`src/rtl/bot_update_handshake.sv`:
```
// Clock-domain handshake between the Rojobot update strobe and mfp_sys (clk_50).
// Synchronizes the strobe, snapshots bot info on its rising edge, holds a pending flag until ack.
module bot_update_handshake #(
    parameter int SYNC_STAGES = 2,
    parameter int INFO_W      = 32,
    parameter int MISS_W      = 8
) (
    input  logic              clk,
    input  logic              reset,
    input  logic              upd_sysregs_in,
    input  logic [INFO_W-1:0] bot_info_in,
    input  logic              int_ack,
    input  logic              clr_missed,
    output logic [INFO_W-1:0] bot_info_out,
    output logic              bot_update_sync,
    output logic              upd_pulse,
    output logic [MISS_W-1:0] missed_cnt
);

    typedef enum logic {
        IDLE    = 1'b0,
        PENDING = 1'b1
    } state_t;

    localparam logic [MISS_W-1:0] MISS_MAX = {MISS_W{1'b1}};
    localparam logic [MISS_W-1:0] MISS_ONE = {{(MISS_W-1){1'b0}}, 1'b1};

    logic [SYNC_STAGES-1:0] sync_r;
    logic                   prev_r;
    logic                   edge_s;
    logic                   miss_inc_s;
    state_t                 state_r;
    state_t                 state_nxt_s;

    // Synchronizer chain plus edge-detect history register
    always_ff @(posedge clk or posedge reset) begin
        if (reset) begin
            sync_r <= '0;
            prev_r <= 1'b0;
        end else begin
            sync_r <= {sync_r[SYNC_STAGES-2:0], upd_sysregs_in};
            prev_r <= sync_r[SYNC_STAGES-1];
        end
    end

    assign edge_s = sync_r[SYNC_STAGES-1] & ~prev_r;

    // FSM state register
    always_ff @(posedge clk or posedge reset) begin
        if (reset) begin
            state_r <= IDLE;
        end else begin
            state_r <= state_nxt_s;
        end
    end

    // FSM next-state: a new update always wins over a simultaneous ack
    always_comb begin
        state_nxt_s = state_r;
        case (state_r)
            IDLE: begin
                if (edge_s) begin
                    state_nxt_s = PENDING;
                end else begin
                    state_nxt_s = IDLE;
                end
            end
            PENDING: begin
                if (edge_s) begin
                    state_nxt_s = PENDING;
                end else if (int_ack) begin
                    state_nxt_s = IDLE;
                end else begin
                    state_nxt_s = PENDING;
                end
            end
            default: begin
                state_nxt_s = IDLE;
            end
        endcase
    end

    // FSM outputs: pending flag and missed-update strobe
    always_comb begin
        bot_update_sync = 1'b0;
        miss_inc_s      = 1'b0;
        case (state_r)
            IDLE: begin
                bot_update_sync = 1'b0;
                miss_inc_s      = 1'b0;
            end
            PENDING: begin
                bot_update_sync = 1'b1;
                miss_inc_s      = edge_s & ~int_ack;
            end
            default: begin
                bot_update_sync = 1'b0;
                miss_inc_s      = 1'b0;
            end
        endcase
    end

    // Snapshot register and one-cycle update pulse
    always_ff @(posedge clk or posedge reset) begin
        if (reset) begin
            bot_info_out <= '0;
            upd_pulse    <= 1'b0;
        end else begin
            upd_pulse <= edge_s;
            if (edge_s) begin
                bot_info_out <= bot_info_in;
            end else begin
                bot_info_out <= bot_info_out;
            end
        end
    end

    // Saturating missed-update counter; clear has priority over increment
    always_ff @(posedge clk or posedge reset) begin
        if (reset) begin
            missed_cnt <= '0;
        end else if (clr_missed) begin
            missed_cnt <= '0;
        end else if (miss_inc_s && (missed_cnt != MISS_MAX)) begin
            missed_cnt <= missed_cnt + MISS_ONE;
        end else begin
            missed_cnt <= missed_cnt;
        end
    end

endmodule
```
`config.mk`:
```
export PLATFORM = sky130hd
export DESIGN_NAME = bot_update_handshake
export DESIGN_NICKNAME = d
export VERILOG_FILES = /design/src/rtl/bot_update_handshake.sv
export SDC_FILE = /design/constraint.sdc
export NUM_CORES = 1
export LEC_CHECK = 0
export CORE_ASPECT_RATIO = 0.8
export CORE_MARGIN = 2
export CORE_UTILIZATION = 44
export CTS_CLUSTER_SIZE = 30
export DETAILED_ROUTE_END_ITERATION = 7
export PLACE_DENSITY = 0.83
export SKIP_LAST_GASP = 1
export SLEW_MARGIN = 40
export SYNTH_ARGS = -nofsm -noshare
export SYNTH_HDL_FRONTEND = slang
export SYNTH_SLANG_ARGS = --single-unit
export TNS_END_PERCENT = 1
```
`constraint.sdc`:
```
create_clock -name clk -period 2.97 [get_ports clk]
set_input_delay 0.594 -clock clk [delete_from_list [all_inputs] [get_ports clk]]
set_output_delay 0.594 -clock clk [all_outputs]
set_load 0.02 [all_outputs]
```
# Word-level counts from Yosys, hierarchy flattened
# Cells that the tools add are included.
[word_totals] output_inout_bits=42 reg_bits=45 inputBits=37
[classes] add_sub_neg=1 n_eq_ne=1 reduce_logical=2 mux=8 bitwise=5
[ops] operator="two-way mux 8 bit" count=2
[ops] operator="adder 8 x 1 -> 8 bit (second input constant)" count=1
[ops] operator="!= test 8 bit (second input constant)" count=1
[ops] operator="case mux 1 bit (2 select lines)" count=3
[ops] operator="two-way mux 1 bit" count=3
[ops] operator="NOT 1 bit" count=3
[ops] operator="bitwise AND 1 bit" count=2
[ops] operator="nonzero test 2 bit" count=1
[ops] operator="logical AND 1 bit" count=1

# Longest topological paths before layout
# Gate-level depths: netlist (run 1).
[depth] depth_word=7 depth_mapped=5 mapped_depth_nobuf=5

# Worst setup path after synthesis (run 1)
# OpenSTA, ideal clock, no wires.
[synth_timing] path_type="reg-to-reg" from="reg missed_cnt[0]" to="reg missed_cnt[5]" path_stages_with_launch=6 setup_slack_ns=1.545 path_buffers=0 required_time_ns=2.840 arrival_ns=1.295 setup_time_ns=0.130 path_cell_list="dfrtp_1 -> ha_1 -> nand3_1 -> o2111ai_1 -> xor2_1 -> nor2_1"
[synth_between] elab_chain_len=3
[synth_rtl] item="start, declared" line_no="17" rtl="output logic [MISS_W-1:0] missed_cnt"
[synth_rtl] item="start signal, assigned" line_no="125" rtl="missed_cnt <= missed_cnt + MISS_ONE;"
[synth_rtl] item="start signal, assigned" line_no="127" rtl="missed_cnt <= missed_cnt;"
[synth_rtl] item="adder 8 x 1 -> 8 bit or != test 8 bit (tied branches)" line_no="125, 124"
[synth_rtl] item="two-way mux 8 bit or logical AND 1 bit (tied branches)" line_no="124" rtl="end else if (miss_inc_s && (missed_cnt != MISS_MAX)) begin"
[synth_rtl] item="two-way mux 8 bit or nonzero test 2 bit (tied branches)"
# Several ways; a longest one is shown, not always the timed one. The select of a mux whose other input is x is not followed.
# A chain may end at the register's enable or synchronous reset.

# Final worst setup path (run 1)
[layout_timing] from="reg missed_cnt[3]" to="out missed_cnt[3]"
# No word-level cell between the ends.

==> run summary, run 1 <==
Outcome: finished clean
Placer Congestion: 0.7217
Vias post-DR: 1207
Delay of the slowest critical-path stage: 650 ps
Chip Width: 75.37 um
Ranking of synthesized cells by area: dfrtp_1 63%, mux2_1 18%, mux2_2 2.5%, xor2_1 2.4%, buf_6 1.9%
Vias in the first global route: 1281
Root Driver: clkbuf_8
Area grow syn2layout: 52.34%
R2r startpoint: sync_r[1]
Pleak: 1.164 nW
Maximum fanout along the worst path: 5
RSZ-0062 raised after global routing: no
H-tree Lvls: 2
Met2 wire length: 1.816 mm
Share of the synthesized area in the top cell type: 62.81%
Initial antenna violation count: 0
Max Slew Vio Count: 0
Minimum clock period: 2011 ps
Syn. warnings: 0
Starting Density: 46.53%
Total Wirelength: 3.723 mm
Share of cells above drive strength 1: 9.453%
Arr. time, crit path: 1420 ps
I/O pin count: 79
Peak VDD IR: 0.0003368 V
Gate Count Post-Synth: 118
Synthesized flop and latch total: 45
Actual slew at the worst max-slew pin: 696.6 ps
Vias/cell: 4.715
Fin nets: 238
DRC errors left: 0
FMAX: 0.4972 GHz
Yosys cell types: 28
TritonCTS Buffers: 5
Max_slew headroom: 53.27%
Top-count cell post-synth: dfrtp_1
Input/output buffers: 78
M1 WL: 1.541 mm
Reg clk slew, reported paths: 80 ps
Kind of critical path: flop to output port
DRT antenna net count: 0
Final HPWL DP: 2.919 mm
Hold wc startpoint: sync_r[0]
Routed len/inst: 14.54 um
Crit start category: flop
CTS resizes: 0
Post-synth EDFFs: 0
Final hold violation count: 0
R2r worst-path depth: 3
CP endpoint kind: output port
Synth Area per Inst: 15.19 sq um
Synthesized net count: 156
Die area: 0.004605 sq mm
Post-synthesis cell area: 0.001793 sq mm
Buf/Inv on CP: 1
Min Hold Slack: 354.8 ps
Fillcell total: 304
Hold path depth: 0
Synth top cells by count: 45 x dfrtp_1, 28 x mux2_1, 6 x nor2_1
Worst hold path type: flop to flop
GRT Overall Usage: 17.77%
Drt first pass iters: 2
Setup crit start: missed_cnt[3]
Met3 wire length: 280 um
Post-synth top flop: dfrtp_1
Max Cap Viol: 0
Pin count of the biggest net entering global routing: 26
Required @ worst endpoint: 2380 ps
Placed instance count: 248
CTS tree: yes
Synth area leader: dfrtp_1
Die height: 61.10 um
# setup viols final: 0
Crit-path leading delay family: buffers and inverters
Core Region: 0.003854 sq mm
Crit path depth: 1
Worst skew pair latency: 290 ps
Setup tns final: 0 ps
Initial DRC count: 56
Top routing layer in use: met4
First-pass GRT wire length: 5.940 mm
Final period util: 67.72%
Hold buffers post-CTS: 0
Non-filler cells, final: 256
Post-synthesis sequential area ratio: 62.81%
Setup Fix Bufs, Post-CTS: 0
Clock sinks: 45
Clk buf depth: 2
Diode count: 0
Power per cell area: 539.1 mW/mm^2
Clock skew: 2.482 ps
Cells along the critical path: clkdlybuf4s50_1
Site Rows: 20
Post-synthesis async set-or-reset flop share: 100.0%
Grt ovf: 0
CP max-delay cell: clkdlybuf4s50_1
==> logic make-up after synthesis <==
| group | count (synthesis) | synth area share (%) |
|---|---|---|
| DFF | 45 | 62.81 |
| xor gates and xnor gates | 5 | 2.442 |
| muxes | 33 | 20.66 |
| and+or+nand+nor | 17 | 6.210 |
| AOI/OAI and AO/OA | 9 | 4.187 |
| buffers and inverters | 8 | 3.000 |
| adders and majority gates | 1 | 0.6977 |
==> flip-flops by register name (all words and copies together) (netlist names) <==
register and flops:
state_r 1, bot_info_out 32, missed_cnt 8, sync_r 2, upd_pulse 1, prev_r 1
==> stage by stage <==
stage / utilization, % / instance area [sq um] / power [mW] / setup WS (ps)
2_1_floorplan: - / 1793 / 0.8826 / 1317
3_3_place_gp: 67.86 / 2615 / 1.074 / 1101
3_5_place_dp: 68.25 / 2630 / 1.091 / 984.3
4_1_cts: 70.88 / 2731 / 1.490 / 945.9
5_1_grt: 70.88 / 2731 / 1.548 / 904.4
6_report: 70.88 / 2731 / 1.473 / 958.8
==> where the power goes <==
part	total, mW	internal [mW]	switching (mW)
sequential	0.715	0.681	0.0342
combinational	0.358	0.197	0.161
clock	0.400	0.210	0.190
total	1.47	1.09	0.385
==> metal layers <==
layer | GRT usage (%) | up-vias
met5 | 0 | -
met4 | 9.524 | 0
met3 | 4.419 | 7
met2 | 29.44 | 48
met1 | 21.77 | 573
li1 | - | 579
==> cells in the final DEF, fill, tap and decap left out <==
cell	count
nand3_1	1
dfrtp_1	45
mux2_1	28
a211oi_1	1
nor2b_1	1
o21ai_0	1
mux2_2	4
nor3_1	1
a21o_1	1
nor2_1	6
o21ai_2	1
nor2b_4	1
o211ai_2	1
and4bb_4	1
clkbuf_8	7
and3_1	1
o41ai_1	1
buf_4	1
buf_8	1
clkdlybuf4s50_1	78
nand4_4	1
o211ai_1	1
ha_1	1
and2_1	2
clkinv_1	1
xor2_1	5
nand4_1	1
mux2i_1	1
nand2_1	1
clkinv_2	1
inv_1	2
o2111ai_1	2
==> final timing paths <==
kind / end / slack (ps)
setup / recovery: missed_cnt[3] / 960
hold / removal: sync_r[1] / 350
setup reg to reg: bot_info_out[27] / 1470
hold reg to reg: sync_r[1] / 350
max in group asynchronous: bot_info_out[8] / 1640
min in group asynchronous: bot_info_out[11] / 640
==> layout make-up <==
type | count | area [sq um] | share of cell area, %
sequential | 45 | 1126 | 41.23
clock buffer | 7 | 96.34 | 3.527
inverter | 3 | 11.26 | 0.4123
tap | 55 | 68.82 | 2.519
multi-input combinational | 65 | 620.6 | 22.72
clock inverter | 1 | 5.005 | 0.1832
timing repair buffer | 80 | 803.3 | 29.41
Note: power is estimated with default switching activity, not from simulation.
==> inputs of run 2 (changes only) <==
--- a/config.mk
+++ b/config.mk
@@ -7,10 +7,10 @@
 export LEC_CHECK = 0
 export CORE_ASPECT_RATIO = 0.8
 export CORE_MARGIN = 2
-export CORE_UTILIZATION = 44
+export CORE_UTILIZATION = 41
 export CTS_CLUSTER_SIZE = 30
 export DETAILED_ROUTE_END_ITERATION = 7
-export PLACE_DENSITY = 0.83
+export PLACE_DENSITY = 0.79
 export SKIP_LAST_GASP = 1
 export SLEW_MARGIN = 40
 export SYNTH_ARGS = -nofsm -noshare
==> constraint.sdc (replaced) <==
create_clock -name clk -period 2.02 [get_ports clk]
set_input_delay 0.404 -clock clk [delete_from_list [all_inputs] [get_ports clk]]
set_output_delay 0.404 -clock clk [all_outputs]
set_load 0.02 [all_outputs]
==> run 2 against run 1 <==
Net effect:
- power grew 43%
- largest power group unchanged
- clock-buffer cell count down 1
- largest cell class unchanged
- first-iteration DRC count increased by 13%
- utilization shrank 5.9 points
==> run summary, run 2 (synthesized netlist as in run 1, its figures left out) <==
Outcome: finished clean
Leading cell type in the layout, fill and taps excluded: clkdlybuf4s50_1
Delay of the slowest critical-path stage: 650 ps (about the same)
Minimum clock period: 1809 ps
Max Cap Viol: 0 (unchanged)
Fin nets: 238 (unchanged)
Register area: 0.001126 sq mm (unchanged)
Vias/cell: 4.814 (+2.1%)
# setup viols final: 0 (unchanged)
Vias post-DR: 1242 (+2.9%)
Chip Width: 77.94 um (+3.4%)
Clock skew: 3.488 ps (+1.006 ps)
Max Slew Vio Count: 0 (unchanged)
Max_slew headroom: 69.54% (+16 points)
Area grow syn2layout: 52.41% (about the same)
Reg clk slew, reported paths: 80 ps (about the same)
Placement Setup Slack: 251.4 ps (-732.9 ps)
Max reg flops: 32 (unchanged)
CTS tree: yes
Grt ovf: 0 (unchanged)
DRC errors left: 0 (unchanged)
Arr. time, crit path: 1400 ps (-20 ps)
Crit start category: flop
Drt first pass iters: 4 (+2)
Power per cell area: 768.9 mW/mm^2 (+43%)
GRT Overall Usage: 17.00% (-0.77 points)
CP endpoint kind: output port
I/O pin count: 79 (unchanged)
Fillcell total: 327 (+7.6%)
Final hold violation count: 0 (unchanged)
Input/output buffers: 78 (unchanged)
Post-layout util: 65.00% (-5.9 points)
FMAX: 0.5529 GHz
Crit-path leading delay family: buffers and inverters
Largest registers: bot_info_out x32, missed_cnt x8, sync_r x2
Maximum fanout along the worst path: 5 (unchanged)
Core Region: 0.004204 sq mm (+9.1%)
Actual slew at the worst max-slew pin: 456.2 ps (-240.4 ps)
Final HPWL DP: 2.847 mm (-2.5%)
Post-route setup slack: 211.4 ps (-747.4 ps)
H-tree Lvls: 2 (unchanged)
Required @ worst endpoint: 1620 ps (-760 ps)
Pleak: 1.164 nW (about the same)
Routed len/inst: 14.56 um (+0.13%)
Buf/Inv on CP: 1 (unchanged)
Root Driver: clkbuf_8
Initial DRC count: 63 (+13%)
First-pass GRT wire length: 6.472 mm (+9.0%)
TritonCTS Buffers: 5 (unchanged)
RSZ-0062 raised after global routing: no
Most frequent cells in the layout: 78 x clkdlybuf4s50_1, 45 x dfrtp_1, 28 x mux2_1, 6 x nor2_1
Initial antenna violation count: 0 (unchanged)
Peak VDD IR: 0.0005139 V (+53%)
Worst hold path type: flop to flop
Placed instance count: 250 (+0.81%)
Most flop-heavy register: bot_info_out
Worst skew pair latency: 290 ps (about the same)
Die height: 63.15 um (+3.4%)
Pin count of the biggest net entering global routing: 26 (unchanged)
Starting Density: 42.65% (-3.9 points)
Cells along the critical path: clkdlybuf4s50_1
Placer Congestion: 0.8512 (+18%)
DRT antenna net count: 0 (unchanged)
Share of cells above drive strength 1: 9.453% (unchanged)
Hold buffers post-CTS: 0 (unchanged)
Site Rows: 21 (+5.0%)
Diode count: 0 (unchanged)
Die area: 0.004921 sq mm (+6.9%)
Total Wirelength: 3.757 mm (+0.91%)
Clk buf depth: 2 (unchanged)
Multi-input logic area: 620.6 sq um (unchanged)
Clock sinks: 45 (unchanged)
Setup Fix Bufs, Post-CTS: 0 (unchanged)
Vias in the first global route: 1364 (+6.5%)
CTS resizes: 0 (unchanged)
Final period util: 89.53%
CP max-delay cell: clkdlybuf4s50_1
Kind of critical path: flop to output port
Non-filler cells, final: 258 (+0.78%)
Setup tns final: 0 ps (unchanged)
## run 2: path summary, 6_finish.rpt
check / start / end / slack, ps / cells past startpoint
min reg2reg: sync_r[0] / sync_r[1] / 360 / 0
max in group asynchronous: reset / bot_info_out[27] / 1100 / 3
min in group asynchronous: reset / bot_info_out[13] / 440 / 2
max: missed_cnt[3] / missed_cnt[3] / 210 / 1
min: sync_r[0] / sync_r[1] / 360 / 0
max reg2reg: missed_cnt[0] / missed_cnt[5] / 580 / 5
## run 2: routing by layer
layer  up-vias  part of all wire [%]  track usage (%)
met4         0                   1.9            7.895
met2        45                    51            28.88
li1        574                     -                -
met3         7                   6.1            4.728
met5         -                     0                0
met1       616                    40            20.06
## run 2: report_power, final
| part | switching (mW) | internal (mW) |
|---|---|---|
| logic | 0.237 | 0.293 |
| clock network | 0.278 | 0.240 |
| registers | 0.0530 | 1.00 |
| total | 0.568 | 1.53 |
## run 2: through the flow
stage | power [mW] | area (sq um) | hold WS [ps]
detailed placement | 1.608 | 2650 | 346.5
CTS | 2.132 | 2733 | 362.7
global route | 2.223 | 2733 | 365.5
global placement | 1.589 | 2650 | 336.4
floorplan | 1.298 | 1793 | 331.2
finish | 2.101 | 2733 | 359.8
## run 2: cell type report
| type | count | area share [%] |
|---|---|---|
| multi-input cells | 65 | 22.71 |
| flip-flops and latches | 45 | 41.21 |
| clock inverters | 2 | 0.3663 |
| clock buffers | 6 | 2.656 |
| repair buffers | 80 | 30.04 |
| inverters | 3 | 0.4121 |
| well taps | 57 | 2.610 |
==> inputs of run 3 (changes only) <==
--- a/config.mk
+++ b/config.mk
@@ -7,10 +7,9 @@
 export LEC_CHECK = 0
 export CORE_ASPECT_RATIO = 0.8
 export CORE_MARGIN = 2
-export CORE_UTILIZATION = 41
+export CORE_UTILIZATION = 23
 export CTS_CLUSTER_SIZE = 30
 export DETAILED_ROUTE_END_ITERATION = 7
-export PLACE_DENSITY = 0.79
 export SKIP_LAST_GASP = 1
 export SLEW_MARGIN = 40
 export SYNTH_ARGS = -nofsm -noshare
==> run 3 against run 2 <==
Net effect:
- critical path depth stayed put
- sequential power hardly changed
- register-to-register slack hardly changed
- worst hold slack worse by 3.0 ps
- via count is 0.48% lower
- non-clock buffer count is 1 higher
- utilization is 27 points lower
- routed wire length is 1.6% lower
- final cell count is 19% higher
==> run summary, run 3 (synthesized netlist as in run 1, its figures left out) <==
Share of cells above drive strength 1: 10.40% (+0.94 points)
Max_slew headroom: 74.29% (+4.7 points)
Initial DRC count: 22 (-65%)
Diode count: 0 (unchanged)
Actual slew at the worst max-slew pin: 385.1 ps (-71.13 ps)
CP max-delay cell: clkdlybuf4s50_1
Die area: 0.008522 sq mm (+73%)
Final hold violation count: 0 (unchanged)
Power per cell area: 833.6 mW/mm^2 (+8.4%)
TritonCTS Buffers: 5 (unchanged)
Drt first pass iters: 4 (unchanged)
Design Power: 2.367 mW (+13%)
Total Wirelength: 3.698 mm (-1.6%)
Hold buffers post-CTS: 0 (unchanged)
Max Slew Vio Count: 0 (unchanged)
Arr. time, crit path: 1410 ps (about the same)
Clock skew: 7.102 ps (+3.614 ps)
Vias in the first global route: 1360 (-0.29%)
Required @ worst endpoint: 1620 ps (about the same)
Final period util: 89.63% (+0.093 points)
RSZ-0062 raised after global routing: no
Outcome: finished clean
Routed len/inst: 12.05 um (-17%)
Worst hold path type: flop to flop
CTS tree: yes
Reg clk slew, reported paths: 90 ps (about the same)
GRT Overall Usage: 9.351% (-7.7 points)
Pin count of the biggest net entering global routing: 30 (+15%)
Setup tns final: 0 ps (unchanged)
Worst skew pair latency: 290 ps (about the same)
Core Region: 0.007462 sq mm (+78%)
Starting Density: 24.03% (-19 points)
CP endpoint kind: output port
Final HPWL DP: 2.650 mm (-6.9%)
Met3 Use GR: 4.798% (+0.070 points)
Most flop-heavy register: bot_info_out
DRC errors left: 0 (unchanged)
Vias post-DR: 1236 (-0.48%)
Kind of critical path: flop to output port
Max reg flops: 32 (unchanged)
Delay of the slowest critical-path stage: 650 ps (about the same)
Buf/Inv on CP: 1 (unchanged)
Input/output buffers: 78 (unchanged)
FMAX: 0.5524 GHz (-0.10%)
I/O pin count: 79 (unchanged)
Crit-path leading delay family: buffers and inverters
H-tree Lvls: 2 (unchanged)
Cells along the critical path: clkdlybuf4s50_1
Most frequent cells in the layout: 78 x clkdlybuf4s50_1, 45 x dfrtp_1, 28 x mux2_1, 6 x nor2_1
Pleak: 1.188 nW (+2.1%)
Met2 Usage GRT: 14.02% (-15 points)
Leading cell type in the layout, fill and taps excluded: clkdlybuf4s50_1
Crit start category: flop
First-pass GRT wire length: 6.265 mm (-3.2%)
Chip Width: 102.7 um (+32%)
Initial antenna violation count: 0 (unchanged)
DRT antenna net count: 0 (unchanged)
Gr busiest metal: met2
Fin nets: 239 (+0.42%)
Die height: 82.97 um (+31%)
Root Driver: clkbuf_8
Placer Congestion: 0.7865 (-7.6%)
Minimum clock period: 1810 ps (+1.888 ps)
Maximum fanout along the worst path: 4 (-1)
Grt ovf: 0 (unchanged)
# setup viols final: 0 (unchanged)
Clk buf depth: 2 (unchanged)
Clock sinks: 45 (unchanged)
Max Cap Viol: 0 (unchanged)
Area grow syn2layout: 58.34%
Peak VDD IR: 0.0003839 V (-25%)
Setup Fix Bufs, Post-CTS: 0 (unchanged)
Grt met1 use: 11.95% (-8.1 points)
Site Rows: 28 (+33%)
Vias/cell: 4.026 (-16%)
CTS resizes: 0 (unchanged)
Largest registers: bot_info_out x32, missed_cnt x8, sync_r x2
run 3: cell count changes in the layout (fill, tap and decap cells not counted), sizes merged:
cell / delta
bufinv: +2
buf: +1
clkbuf: -1
clkinv: -1
run 3: power breakdown:
| part | internal [mW] | total, mW | leakage (nW) | switching, mW |
|---|---|---|---|---|
| sequential | 1.00 | 1.05 | 0.547 | 0.0477 |
| combinational | 0.291 | 0.523 | 0.573 | 0.231 |
| clock | 0.491 | 0.796 | 0.0681 | 0.304 |
run 3: final timing paths:
check | start | end | slack, ps | depth (start not counted)
setup / recovery | missed_cnt[5] | missed_cnt[5] | 210 | 1
hold / removal | sync_r[0] | sync_r[1] | 360 | 0
setup reg to reg | missed_cnt[0] | missed_cnt[1] | 570 | 5
hold reg to reg | sync_r[0] | sync_r[1] | 360 | 0
max in group asynchronous | reset | bot_info_out[17] | 1120 | 3
min in group asynchronous | reset | bot_info_out[12] | 410 | 2
run 3: per-stage QoR:
| stage | cells | area, sq um | setup slack, ps | hold slack (ps) | utilization [%] |
|---|---|---|---|---|---|
| floorplan | 118 | 1793 | 556.6 | 331.2 | - |
| detailed placement | 299 | 2705 | 279.9 | 337.9 | 36.25 |
| global route | 307 | 2839 | 153.9 | 362.9 | 38.04 |
| CTS | 307 | 2839 | 185.0 | 361.0 | 38.04 |
| global placement | 299 | 2705 | 307.4 | 335.8 | 36.25 |
| finish | 307 | 2839 | 209.6 | 356.8 | 38.04 |
run 3: cell type report:
| type | count | area, sq um |
|---|---|---|
| Timing Repair Buffer | 81 | 815.8 |
| Clock inverter | 3 | 65.06 |
| Inverter | 3 | 11.26 |
| Tap cell | 105 | 131.4 |
| Multi-Input combinational cell | 65 | 620.6 |
| Sequential cell | 45 | 1126 |
| Fill cell | 705 | 4623 |
| Clock buffer | 5 | 68.82 |
run 3: routing by layer:
layer  part of all wire [%]  vias up
met5                      0        -
met4                   0.27        0
met3                     11        2
met2                     43       50
met1                     46      606
li1                       -      578
